### src/rtl/link_credit_flow_ctrl_if.sv
// Flit handshake bundle between link_credit_flow_ctrl and its neighbours.
//   data  : flit payload
//   valid : producer offers a flit/packet
//   ready : consumer accepts it this cycle
// The master modport is the producer side; the slave modport is the consumer side.
interface link_credit_flow_ctrl_if #(
  parameter type data_t = logic
);
  data_t data;
  logic  valid;
  logic  ready;

  modport master (output data, output valid, input ready);
  modport slave  (input data, input valid, output ready);
endinterface

### src/rtl/link_credit_flow_ctrl.sv
// Credit-based flow controller for one virtual channel of a serial link.
// Gates outgoing flits on credits granted by the remote receive buffer, counts local
// receive-buffer pops as credits to return, and forces a credit-only packet when return
// credits pile up with no data to carry them. Flits pass through combinationally.
//
// Ports:
//   clk_i, rst_i             : clock, asynchronous active-high reset
//   noc_io (slave)           : flits from the NoC (data_i / data_valid_i / data_ready_o)
//   link_io (master)         : packets to the link arbiter (data_o / data_valid_o / data_ready_i)
//   credit_send_o            : pending credits to return to the remote side
//   credits_only_packet_o    : offered packet carries credits only
//   req_cred_to_buffer_msg   : local buffer pops generate return credits
//   credit_rcvd_i,
//   receive_cred_i           : credits granted by remote, added when the pulse is high
//   buffer_queue_out_val_i,
//   buffer_queue_out_rdy_i   : local receive-buffer pop handshake
//   allow_cred_consume_i     : this channel owns the shared header's credit field
//   consume_cred_to_send_i   : credit_send_o was handed off; clear pending credits
module link_credit_flow_ctrl #(
  parameter type         credit_t         = logic [3:0],
  parameter type         data_t           = logic,
  parameter int unsigned NumCredits       = 8,
  parameter int unsigned ForceSendThresh  = 4,
  parameter bit          CredOnlyConsCred = 1'b0
) (
  input  logic                           clk_i,
  input  logic                           rst_i,
  link_credit_flow_ctrl_if.slave         noc_io,
  link_credit_flow_ctrl_if.master        link_io,
  output credit_t                        credit_send_o,
  output logic                           credits_only_packet_o,
  input  logic                           req_cred_to_buffer_msg,
  input  credit_t                        credit_rcvd_i,
  input  logic                           receive_cred_i,
  input  logic                           buffer_queue_out_val_i,
  input  logic                           buffer_queue_out_rdy_i,
  input  logic                           allow_cred_consume_i,
  input  logic                           consume_cred_to_send_i
);

  localparam int unsigned CW = $bits(credit_t);
  // One extra bit so remote grants can be summed before saturation.
  typedef logic [CW:0] sum_t;

  localparam sum_t    MaxAvail  = sum_t'(NumCredits);
  localparam credit_t InitAvail = credit_t'(NumCredits);
  localparam credit_t Thresh    = credit_t'(ForceSendThresh);
  localparam credit_t PendMax   = '1;

  credit_t avail_q, avail_d;
  credit_t pend_q, pend_d;
  sum_t    avail_sum;
  logic    have, data_offer, send_data, send_co, cred_dec, pop;

  assign have       = (avail_q != '0);
  assign data_offer = noc_io.valid & have;

  // Data always wins the slot; a credit-only packet fills it only when no flit can go.
  assign credits_only_packet_o = allow_cred_consume_i & (pend_q >= Thresh) & ~data_offer &
                                 (have | ~CredOnlyConsCred);

  assign link_io.data  = noc_io.data;
  assign link_io.valid = data_offer | credits_only_packet_o;

  assign send_data    = link_io.ready & data_offer & ~credits_only_packet_o;
  assign noc_io.ready = send_data;
  assign send_co      = credits_only_packet_o & link_io.ready;
  assign cred_dec     = send_data | (send_co & CredOnlyConsCred);

  assign pop = buffer_queue_out_val_i & buffer_queue_out_rdy_i & req_cred_to_buffer_msg;

  assign credit_send_o = pend_q;

  always_comb begin
    avail_sum = sum_t'(avail_q) + (receive_cred_i ? sum_t'(credit_rcvd_i) : '0) -
                sum_t'(cred_dec);
    avail_d   = (avail_sum > MaxAvail) ? InitAvail : credit_t'(avail_sum[CW-1:0]);
  end

  // A pop in the same cycle as a handoff starts the new count rather than being dropped.
  always_comb begin
    pend_d = pend_q;
    if (consume_cred_to_send_i) begin
      pend_d = credit_t'(pop);
    end else if (pop && (pend_q != PendMax)) begin
      pend_d = pend_q + credit_t'(1);
    end
  end

  always_ff @(posedge clk_i or posedge rst_i) begin
    if (rst_i) begin
      avail_q <= InitAvail;
      pend_q  <= '0;
    end else begin
      avail_q <= avail_d;
      pend_q  <= pend_d;
    end
  end

  a_avail_no_overflow: assert property (@(posedge clk_i) disable iff (rst_i)
    avail_sum <= MaxAvail);

  a_avail_no_underflow: assert property (@(posedge clk_i) disable iff (rst_i)
    !(cred_dec && !have));

  // A stalled offer must not change under the arbiter unless the credit state moved.
  a_offer_held: assert property (@(posedge clk_i) disable iff (rst_i)
    (link_io.valid && !link_io.ready) |=>
      ($stable(link_io.data) && $stable(credits_only_packet_o)) ||
      !$stable(avail_q) || !$stable(pend_q));

endmodule

### src/flat_wrapper.sv
// flat-port wrapper written by rule: the top's interface ports become plain ports
module link_credit_flow_ctrl_flat 
#(
  parameter type         credit_t         = logic [3:0],
  parameter type         data_t           = logic,
  parameter int unsigned NumCredits       = 8,
  parameter int unsigned ForceSendThresh  = 4,
  parameter bit          CredOnlyConsCred = 1'b0
)
  (clk_i, rst_i, credit_send_o, credits_only_packet_o, req_cred_to_buffer_msg, credit_rcvd_i, receive_cred_i, buffer_queue_out_val_i, buffer_queue_out_rdy_i, allow_cred_consume_i, consume_cred_to_send_i, noc_io_data, noc_io_valid, noc_io_ready, link_io_data, link_io_valid, link_io_ready);
  link_credit_flow_ctrl_if #(.data_t(data_t)) noc_io_i ();
  link_credit_flow_ctrl_if #(.data_t(data_t)) link_io_i ();
  input  logic clk_i;
  input  logic rst_i;
  output credit_t credit_send_o;
  output logic credits_only_packet_o;
  input  logic req_cred_to_buffer_msg;
  input  credit_t credit_rcvd_i;
  input  logic receive_cred_i;
  input  logic buffer_queue_out_val_i;
  input  logic buffer_queue_out_rdy_i;
  input  logic allow_cred_consume_i;
  input  logic consume_cred_to_send_i;
  input wire logic [$bits(noc_io_i.data)-1:0] noc_io_data;
  input wire logic [$bits(noc_io_i.valid)-1:0] noc_io_valid;
  output wire logic [$bits(noc_io_i.ready)-1:0] noc_io_ready;
  output wire logic [$bits(link_io_i.data)-1:0] link_io_data;
  output wire logic [$bits(link_io_i.valid)-1:0] link_io_valid;
  input wire logic [$bits(link_io_i.ready)-1:0] link_io_ready;
  assign noc_io_i.data = noc_io_data;
  assign noc_io_i.valid = noc_io_valid;
  assign noc_io_ready = noc_io_i.ready;
  assign link_io_data = link_io_i.data;
  assign link_io_valid = link_io_i.valid;
  assign link_io_i.ready = link_io_ready;
  link_credit_flow_ctrl #(.credit_t(credit_t), .data_t(data_t), .NumCredits(NumCredits), .ForceSendThresh(ForceSendThresh), .CredOnlyConsCred(CredOnlyConsCred)) u_core (.clk_i(clk_i), .rst_i(rst_i), .noc_io(noc_io_i), .link_io(link_io_i), .credit_send_o(credit_send_o), .credits_only_packet_o(credits_only_packet_o), .req_cred_to_buffer_msg(req_cred_to_buffer_msg), .credit_rcvd_i(credit_rcvd_i), .receive_cred_i(receive_cred_i), .buffer_queue_out_val_i(buffer_queue_out_val_i), .buffer_queue_out_rdy_i(buffer_queue_out_rdy_i), .allow_cred_consume_i(allow_cred_consume_i), .consume_cred_to_send_i(consume_cred_to_send_i));
endmodule
### config.mk
export PLATFORM = sky130hd
export DESIGN_NAME = link_credit_flow_ctrl_flat
export DESIGN_NICKNAME = d
export VERILOG_FILES = /design/src/rtl/link_credit_flow_ctrl_if.sv /design/src/rtl/link_credit_flow_ctrl.sv /design/src/flat_wrapper.sv
export SDC_FILE = /design/constraint.sdc
export NUM_CORES = 1
export LEC_CHECK = 0
export CAP_MARGIN = 15
export CELL_PAD_IN_SITES_DETAIL_PLACEMENT = 0
export CELL_PAD_IN_SITES_GLOBAL_PLACEMENT = 1
export CORE_AREA = 2 2 47 49
export CTS_BUF_LIST = sky130_fd_sc_hd__clkbuf_4 sky130_fd_sc_hd__clkbuf_8
export DETAILED_ROUTE_END_ITERATION = 6
export DIE_AREA = 0 0 49 51
export PLACE_DENSITY = 0.78
export SLEW_MARGIN = 20
export SYNTH_ARGS = -nofsm -noshare
export SYNTH_HDL_FRONTEND = slang
export SYNTH_SLANG_ARGS = --single-unit
export TNS_END_PERCENT = 100
### constraint.sdc
create_clock -name clk_i -period 3.8 [get_ports clk_i]
set_clock_uncertainty 0.2 [all_clocks]
set_input_delay 0.57 -clock clk_i [delete_from_list [all_inputs] [get_ports clk_i]]
set_output_delay 0.57 -clock clk_i [all_outputs]
set_load 0.05 [all_outputs]
==> impl_metrics.yaml <==
worst_setup_path:
  crit_fanout: 4
  slowest_delay_ns: 0.46
  cp.required_ns: 3.72
  worstPathCellList: "clkdlybuf4s50_1 > o41a_1 > and2_1 > ha_1 > inv_1 > ha_1 > inv_1 > fa_1 > nand2b_1 > a21oi_1 > xor2_1 > nor3b_1"
  crit_arrival_ns: 2.93
  start_kind: "primary input"
  worstSetupPathType: "primary input to flip-flop"
  worstPathBufferInverterCount: 3
  crit_path_top_delay_cell: "clkdlybuf4s50_1"
  crit_family: "adder cells"
  critPathCaptureType: "flip-flop"
finish:
  drive_above_1_share_pct: 9.783
  nets: 118
  mostFrequentLayoutCell: "clkdlybuf4s50_1"
  areaGrowthSynthToFinish_pct: 40.63
  antenna_cells: 0
  final_cell_mix: "20 x clkdlybuf4s50_1, 13 x inv_1, 9 x ha_1, 7 x dfrtp_1, 5 x nor2_1"
  fillers: 217
sta:
  maxSlewHeadroom_pct: 66.93
  max_freq_mhz: 332.8
  report.final.hold_viol_count: 0
  finalSetupViolations: 0
  timing.setup.tns_ns: 0
  rsz0062_at_grt: "no"
  slew_violations: 0
  tightest_slew_ns: 0.4944
  period_needed_ns: 3.005
  post-route-period-util_pct: 79.08
placement:
  io_buffers: 20
  gp_congestion: 0.8025
  place_hpwl_um: 1065
power:
  leakage_nw: 0.4110
  power_density_mw_per_mm2: 469.5
  vdd_ir_drop_max_uv: 188.4
  total_power_mw: 0.4189
routing:
  vias: 556
  via_per_inst: 4.633
  drtAntennaViolNets: 0
  drt-total-wl_um: 1235
  drc: 0
  drt_pass1_iterations: 4
  initialDrtViolationCount: 3
  wire_per_inst_um: 10.29
clock_network:
  h-tree-depth: 1
  cts.clk_slew.worst_paths_ns: 0.06
  postCtsSetupBuffers: 0
  cts_resized: 0
  hold_buffers: 0
  clock-sinks: 8
  cts_tree: "done"
  root_buffer: "clkbuf_4"
  cts_buffers: 3
  cts_buffer_depth: 2
  clock_latency_ns: 0.25
grt:
  grt_usage_pct: 11.37
  grt_max_degree: 9
  antenna_found_initial: 0
  grt_pass1_wl_um: 2159
  gr-total-overflow: 0
  grt_pass1_vias: 571
synthesis:
  ys_seq_elements: 8
  yosysWarnings: 0
  synthesis.nets: 94
  netlist_area_um2: 634.4
  synth_top_area_share_pct: 27.61
  avgSynthCellArea_um2: 9.194
  synthTopCellsByArea: "dfrtp_1 28%, ha_1 18%, inv_1 7.7%"
  synthArstFlopShare_pct: 100.0
  syn-instance-count: 69
  yosysTopAreaCell: "dfrtp_1"
  synth-main-ff-cell: "dfrtp_1"
  netlist-cell-type-count: 29
  synth_edf_count: 0
  yosysSeqAreaShare_pct: 31.76
job:
  max_cap_violations: 0
die:
  initial_core_util_pct: 30.75
  ios: 23
  core_mm2: 0.002063
  placementRows: 17
  die_x_um: 49
  die_h_um: 51
  die-area_mm2: 0.002499
run_status:
  status: "finished, final reports clean"
worst_hold_path:
  hold_path_class: "primary input to async pin"
worst register-to-register path: cells and delay by family (launching register included):
kind,cells,cell delay [ns]
AOI/OAI and AO/OA,2,0.60
DFF,1,0.38
adders and majority gates,3,0.82
buffers and inverters,2,0.11
and+or+nand+nor,3,0.44
xor gates and xnor gates,1,0.27
stage by stage:
step | instance area [um2] | hold slack [ns] | worst slack, ns | std cells | util [%]
finish | 892.1 | 0.3677 | 0.7949 | 120 | 43.24
detailed placement | 862.1 | 0.3726 | 0.5167 | 116 | 41.78
global route | 892.1 | 0.3873 | 0.6441 | 120 | 43.24
CTS | 892.1 | 0.3680 | 0.7815 | 120 | 43.24
global placement | 862.1 | 0.3632 | 0.5621 | 116 | 41.78
floorplan | 634.4 | 0.1849 | 0.7665 | 69 | -
flip-flops by register name, summed over array words and instances (netlist names):
register              flops
u_core.credit_send_o      4
u_core.avail_q            4
final timing paths:
check / from / end / slack [ns] / depth (start not counted)
worst max-delay path: noc_io_valid / u_core.avail_q[0]$_DFF_PP0_ / 0.79 / 12
worst min-delay path: rst_i / u_core.credit_send_o[3]$_DFFE_PP0P_ / 0.37 / 2
worst max register to register: u_core.avail_q[2]$_DFF_PP0_ / u_core.avail_q[0]$_DFF_PP0_ / 0.85 / 11
worst min register to register: u_core.credit_send_o[0]$_DFFE_PP0P_ / u_core.credit_send_o[0]$_DFFE_PP0P_ / 0.38 / 1
max in group asynchronous: rst_i / u_core.avail_q[3]$_DFF_PP1_ / 2.74 / 2
min in group clk_i: u_core.credit_send_o[0]$_DFFE_PP0P_ / u_core.credit_send_o[0]$_DFFE_PP0P_ / 0.38 / 1
final cells by class:
type | instances | area (um2) | area share [%]
multi-input cells | 47 | 376.6 | 42.22
flip-flops and latches | 8 | 201.4 | 22.58
repair buffers | 20 | 200.2 | 22.44
inverters | 13 | 48.80 | 5.470
well taps | 28 | 35.03 | 3.927
clock buffers | 4 | 30.03 | 3.366
cell usage after synthesis, types with 2 or more instances:
master	number
nor2_1	5
nor3_1	4
inv_1	13
dfrtp_1	7
nand2b_1	2
xor2_1	2
nand2_1	4
xnor2_1	2
ha_1	9
and2_1	2
cells by family (layout without fill, tap and decap cells):
logic type      after synthesis  after routing  share of synthesized area, %
mux                           1              1                         1.578
simple gates                 23             23                         19.13
fa+ha+maj                    10             10                         20.91
buf+inv                      14             37                         8.877
xor+xnor                      4              4                         5.524
compound gates                9              9                         12.23
flops                         8              8                         31.76
layer usage:
metal | part of all wire (%) | routed length, um | GRT usage, % | vias up
met4 | 1.8 | 22 | 8.571 | 0
met2 | 50 | 619 | 18.95 | 19
met1 | 43 | 526 | 12.89 | 256
li1 | - | - | - | 277
met5 | 0 | 0 | 0 | -
met3 | 5.4 | 67 | 2.339 | 4
where the power goes:
group | leakage (nW) | internal (mW) | switching, mW | total (mW)
Sequential | 0.106 | 0.106 | 0.00932 | 0.115
Clock | 0.0184 | 0.0473 | 0.0283 | 0.0756
Combinational | 0.287 | 0.103 | 0.126 | 0.228
(Power assumes the default switching activity.)
